`config.mk`:
```
export PLATFORM = sky130hd
export DESIGN_NAME = mips_multicycle_core
export DESIGN_NICKNAME = d
export VERILOG_FILES = /design/src/rtl/mips_multicycle_core.sv
export SDC_FILE = /design/constraint.sdc
export NUM_CORES = 1
export LEC_CHECK = 0
export BUFFER_PORTS_ARGS = -buffer_cell sky130_fd_sc_hd__buf_2
export CAP_MARGIN = 20
export CORE_UTILIZATION = 59
export CTS_CLUSTER_DIAMETER = 50
export DETAILED_ROUTE_END_ITERATION = 8
export GPL_TIMING_DRIVEN = 0
export HOLD_SLACK_MARGIN = 0.03
export MAX_ROUTING_LAYER = met4
export PLACE_DENSITY = 0.77
export SYNTH_ARGS = -nofsm -noshare
export SYNTH_HDL_FRONTEND = slang
export SYNTH_SLANG_ARGS = --single-unit
export TNS_END_PERCENT = 100
```
`constraint.sdc`:
```
create_clock -name clock -period 2.75 [get_ports clock]
set_input_delay 0.1375 -clock clock [delete_from_list [all_inputs] [get_ports clock]]
set_output_delay 0.1375 -clock clock [all_outputs]
set_load 0.02 [all_outputs]
```
`src/rtl/mips_multicycle_core.sv`:
```
// mips_multicycle_core: multi-cycle 16-bit-ISA CPU with a parametrised datapath.
// Instructions are fetched over a req/valid handshake, so the instruction
// memory may have any latency.
// Optional feature macro: MIPS_BRANCH_EN. When it is defined, opcodes 8/9 are
// beq/bne. When it is undefined, they execute as nops.
module mips_multicycle_core #(
    parameter int unsigned    DATA_W   = 16,
    parameter int unsigned    PC_W     = 16,
    parameter logic [PC_W-1:0] RESET_PC = '0
) (
    input  logic              clock,
    input  logic              resetn,
    output logic              imem_req,
    output logic [PC_W-1:0]   imem_addr,
    input  logic              imem_valid,
    input  logic [15:0]       imem_rdata,
    output logic [PC_W-1:0]   pc,
    output logic [15:0]       ir,
    output logic [DATA_W-1:0] alu_out,
    output logic              wb_valid,
    output logic [1:0]        wb_reg,
    output logic [DATA_W-1:0] wb_data,
    output logic              halted
);

    localparam int unsigned NREGS = 4;

    typedef enum logic [2:0] {
        S_FETCH  = 3'd0,
        S_DECODE = 3'd1,
        S_EXEC   = 3'd2,
        S_WB     = 3'd3,
        S_HALT   = 3'd4
    } state_t;

    state_t            state;
    logic [DATA_W-1:0] regs [NREGS];
    logic [DATA_W-1:0] a_q;
    logic [DATA_W-1:0] b_q;

    // Instruction field decode from the latched instruction
    logic [3:0]        op;
    logic [1:0]        rs;
    logic [1:0]        rt;
    logic [1:0]        rd;
    logic [DATA_W-1:0] imm_ext;
    logic [DATA_W-1:0] rs_val;
    logic [DATA_W-1:0] rt_val;
    logic [1:0]        dest;
    logic              is_alu;
    logic [DATA_W-1:0] alu_res;

    assign op      = ir[15:12];
    assign rs      = ir[11:10];
    assign rt      = ir[9:8];
    assign rd      = ir[7:6];
    assign imm_ext = DATA_W'($signed(ir[7:0]));
    assign dest    = (op == 4'h7) ? rt : rd;
    assign is_alu  = (op[3] == 1'b0);

    // Register file read: R0 is hardwired to zero
    assign rs_val = (rs == 2'd0) ? '0 : regs[rs];
    assign rt_val = (rt == 2'd0) ? '0 : regs[rt];

    assign imem_addr = pc;

    // ALU on the operands latched in DECODE
    always_comb begin
        alu_res = '0;
        case (op)
            4'h0:    alu_res = a_q + b_q;
            4'h1:    alu_res = a_q - b_q;
            4'h2:    alu_res = a_q & b_q;
            4'h3:    alu_res = a_q | b_q;
            4'h4:    alu_res = ~(a_q | b_q);
            4'h5:    alu_res = ~(a_q & b_q);
            4'h6:    alu_res = ($signed(a_q) < $signed(b_q)) ? DATA_W'(1) : '0;
            4'h7:    alu_res = a_q + b_q;
            default: alu_res = '0;
        endcase
    end

`ifdef MIPS_BRANCH_EN
    // Branch target is relative to the already-incremented pc
    logic [PC_W-1:0] br_target;
    logic            br_taken;
    assign br_target = pc + (PC_W'($signed(ir[7:0])) << 1);
    assign br_taken  = ((op == 4'h8) && (a_q == b_q)) || ((op == 4'h9) && (a_q != b_q));
`endif

    // Control FSM, datapath registers and registered outputs
    always_ff @(posedge clock or negedge resetn) begin
        if (!resetn) begin
            state    <= S_FETCH;
            pc       <= RESET_PC;
            ir       <= '0;
            alu_out  <= '0;
            a_q      <= '0;
            b_q      <= '0;
            wb_valid <= 1'b0;
            wb_reg   <= '0;
            wb_data  <= '0;
            halted   <= 1'b0;
            imem_req <= 1'b1;
            for (int i = 0; i < int'(NREGS); i++) begin
                regs[i] <= '0;
            end
        end else begin
            wb_valid <= 1'b0;
            case (state)
                S_FETCH: begin
                    if (imem_valid) begin
                        ir       <= imem_rdata;
                        pc       <= pc + PC_W'(2);
                        imem_req <= 1'b0;
                        state    <= S_DECODE;
                    end
                end
                S_DECODE: begin
                    a_q <= rs_val;
                    b_q <= (op == 4'h7) ? imm_ext : rt_val;
                    if (op == 4'hF) begin
                        halted <= 1'b1;
                        state  <= S_HALT;
                    end else begin
                        state <= S_EXEC;
                    end
                end
                S_EXEC: begin
                    if (is_alu) begin
                        alu_out  <= alu_res;
                        wb_reg   <= dest;
                        wb_data  <= alu_res;
                        wb_valid <= (dest != 2'd0);
                        state    <= S_WB;
                    end else begin
`ifdef MIPS_BRANCH_EN
                        if (br_taken) begin
                            pc <= br_target;
                        end
`endif
                        imem_req <= 1'b1;
                        state    <= S_FETCH;
                    end
                end
                S_WB: begin
                    if (wb_valid) begin
                        regs[wb_reg] <= wb_data;
                    end
                    imem_req <= 1'b1;
                    state    <= S_FETCH;
                end
                S_HALT: begin
                    halted   <= 1'b1;
                    imem_req <= 1'b0;
                end
                default: begin
                    imem_req <= 1'b1;
                    state    <= S_FETCH;
                end
            endcase
        end
    end

endmodule
```
==> impl_results.md <==
* Clock skew at 4.88 ps
* Fmax at 362 MHz
* Die area at 0.0150 mm^2
* WP data required at 3090 ps
* MaxCap Viol Count at 0
* Final antenna-violating net count at 0
* Global route overflow at 0
* RSZ-0062 raised after global routing: yes
* CTS Buf Count at 17
* Worst-path cell chain: buf_4 > ha_4 > inv_1 > fa_2 > nor2b_4 > o211ai_1 > a211oi_2 > nor2_2 > or4_4 > a211o_1 > a31oi_1
* DP HPWL at 17.0 mm
* Final Max Slew Viols at 0
* Slowest cell delay on critical path at 440 ps
* Share of cells above drive strength 1 at 31.7%
* Top_reg_cell synth: dfrtp_1
* DIE HEIGHT at 122 um
* # nets final at 1068
* CTS tree: built
* Setup CP Type: register to register
* Slowest CP cell: or4_4
* R2R Path Start: a_q[0]
* Starting DRT DRC Count at 801
* Area grow syn2layout at 21.1%
* Largest register FFs at 48
* Clock Pin Slew Worst Setup and Hold Paths at 60 ps
* Post-DP Area at 0.00931 mm^2
* Worst setup margin at -15.3 ps
* Number of synthesized flops with an enable pin at 0
* Total Routing Usage GR at 35.0%
* Min Tclk post-route at 2770 ps
* Via count at 7469
* CP endpoint kind: register
* Worst EP arrival at 3110 ps
* Period utilization at 101%
* Initial antenna violation count at 1
* Min Hold Slack at 173 ps
* Total Power at 0.0142 W
* Peak supply drop at 0.971 mV
* Wire per inst at 20.6 um
* Finished Layout Cells at 1192
* Synthesized area at 0.00854 mm^2
* Initial Util at 61.1%
* Yosys warns at 0
* Leak at 4.80 nW
* Ys async rst share at 100%
* Placed insts at 1133
* Port buffer count at 101
* Vias in the first global route at 7160
* Worst Max-Slew Pin Slew at 799 ps
* FF/Latch Area at 0.00338 mm^2
* Violated checks: negative setup slack
* Register area share after synthesis at 39.6%
* Type of origin of the critical path: register
* Multi-input gate area at 0.00464 mm^2
* Fill count at 984
* DRC violations left at 0
* Largest Register: regs
* Family with the most delay on the worst path: compound AO/OA/AOI/OAI gates
* Average cell area after synthesis at 10.1 um^2
* Netlist cell types at 67
* R2R Setup Slk at -20 ps
* DRT Pass-1 Iters at 7
* Yosys reg bits at 135
* Clk sinks at 135
* H-tree Lvls at 4
* Final GP Congestion at 0.952
* Largest net degree at the start of global routing at 102
* Rel. slew slack at 46.7%
* Max Root-Sink Buffers at 2
* Core ar. at 0.0140 mm^2
* Worst Path Buf+Inv at 2
* Via density per instance at 6.27
* Clock latency on the worst-skew pair at 420 ps
* Final instance area at 0.0103 mm^2
* CP max FO at 5
* Placement Rows at 43
* Reg2reg end: wb_data[14]
* Clock root cell: clkbuf_16
* Die Wd at 122 um
* First-pass GRT wire length at 38.4 mm
* Total routed wirelength at 24.6 mm
* Outcome: finished with violations
* Syn Inst Count at 850
* IO Count at 104
* Worst Hold Class: primary input to asynchronous set/reset pin
* Final setup fails at 1
* Final hold vios at 0
* Power Density at 1380 mW/mm^2
* Worst-case reg-to-reg path depth at 11
[worst reg2reg max path: stages, from the launching register on]
cell      delay, ps
dfrtp_1         380
buf_4           140
ha_4            160
inv_1            60
fa_2            380
nor2b_4         130
o211ai_1        140
a211oi_2        320
nor2_2           90
or4_4           440
a211o_1         270
a31oi_1         170
[synth_stat cells (all sizes together), types with 11 or more instances]
cell type    n  area share (%)
xnor2       18             1.8
nand3       11            0.64
a221oi      30             3.1
nand2       30             1.3
buf         43             3.5
dfrtp      134              39
mux2        89              12
o21ai       51             3.0
nor2b       13            0.95
nor3        23             1.3
mux2i       13             1.5
inv         48             2.1
nor2        34             1.5
a21oi       67             3.9
a221o       16             1.9
ha          49             7.2
clkbuf      53             2.3
[worst max path at each step]
stage | start | endpoint | slack [ps] | depth (start not counted)
floorplan | b_q[0] | wb_data[14] | 280 | 10
global placement | resetn | regs[18] | -310 | 1
detailed placement | a_q[1] | wb_data[11] | -290 | 9
CTS | a_q[0] | wb_data[10] | -70 | 10
global route | a_q[0] | wb_data[10] | -70 | 10
finish | a_q[0] | wb_data[14] | -20 | 11
[power by group]
group | internal (W) | switching (W) | total [W]
clock network | 0.00153 | 0.000885 | 0.00241
logic | 0.00325 | 0.00513 | 0.00838
registers | 0.00271 | 0.000732 | 0.00344
total | 0.00749 | 0.00674 | 0.0142
[kinds of logic (layout without fill, tap and decap cells)]
| group | after synthesis | in the layout | share of synthesized area, % |
|---|---|---|---|
| compound gates | 248 | 248 | 20.6 |
| xor+xnor | 24 | 24 | 2.46 |
| fa+ha+maj | 51 | 51 | 7.65 |
| buf+inv | 144 | 304 | 7.94 |
| flops | 135 | 135 | 39.6 |
| mux | 102 | 102 | 13.3 |
| other cells | 1 | 3 | 0.0439 |
| simple gates | 145 | 145 | 8.52 |
[cell usage in the layout (no fill, tap or decap), types with 6 or more instances in the layout]
master           n
ha_1            45
dfrtp_1        134
nor3_1          21
nand2b_1         9
buf_2          110
clkbuf_1        51
nand3_1         11
xnor2_1         18
xor2_1           6
o21ai_0         49
o221a_2         10
nand2_1         30
a21oi_1         66
inv_1           43
o221ai_1        10
nor2_1          32
dlygate4sd3_1   18
mux2i_1         13
a211oi_1         7
o211ai_1         6
a221o_1         16
o311ai_0         8
mux2_2          89
clkbuf_16       17
buf_4           43
a221oi_1        28
nor2b_1         12
[per-layer routing]
metal	global-route usage (%)	part of all wire, %	wire length, um
met5	-	0	0
met4	15.1	2.7	661
met3	9.67	10	2460
met2	50.6	45	11000
met1	46.2	42	10400
[stage by stage]
stage,util (%),TNS [ps],setup WS (ps)
2_1_floorplan,-,0,282
3_3_place_gp,66.3,-39550,-307
3_5_place_dp,66.6,-584,-293
4_1_cts,72.8,-127,-75.0
5_1_grt,73.9,-128,-66.4
6_report,73.9,-15.3,-15.3
[repair_timing]
action / in CTS / in global routing
hold endpoints to repair: 52 / 0
hold buffers: 18 / 0
endpoints found under the setup margin: 6 / 16
pin swaps: 3 / 12
setup buffers: 3 / 7
resized for setup: 8 / 24
[cell type report]
cell class,instances,area share [%]
sequential,135,32.7
buffer,94,4.74
multi-input combinational,572,44.9
antenna,1,0.0242
timing repair buffer,130,7.68
inverter,48,1.74
clock inverter,10,1.37
tap,180,2.18
clock buffer,22,4.68
Note: power is estimated with default switching activity, not from simulation.
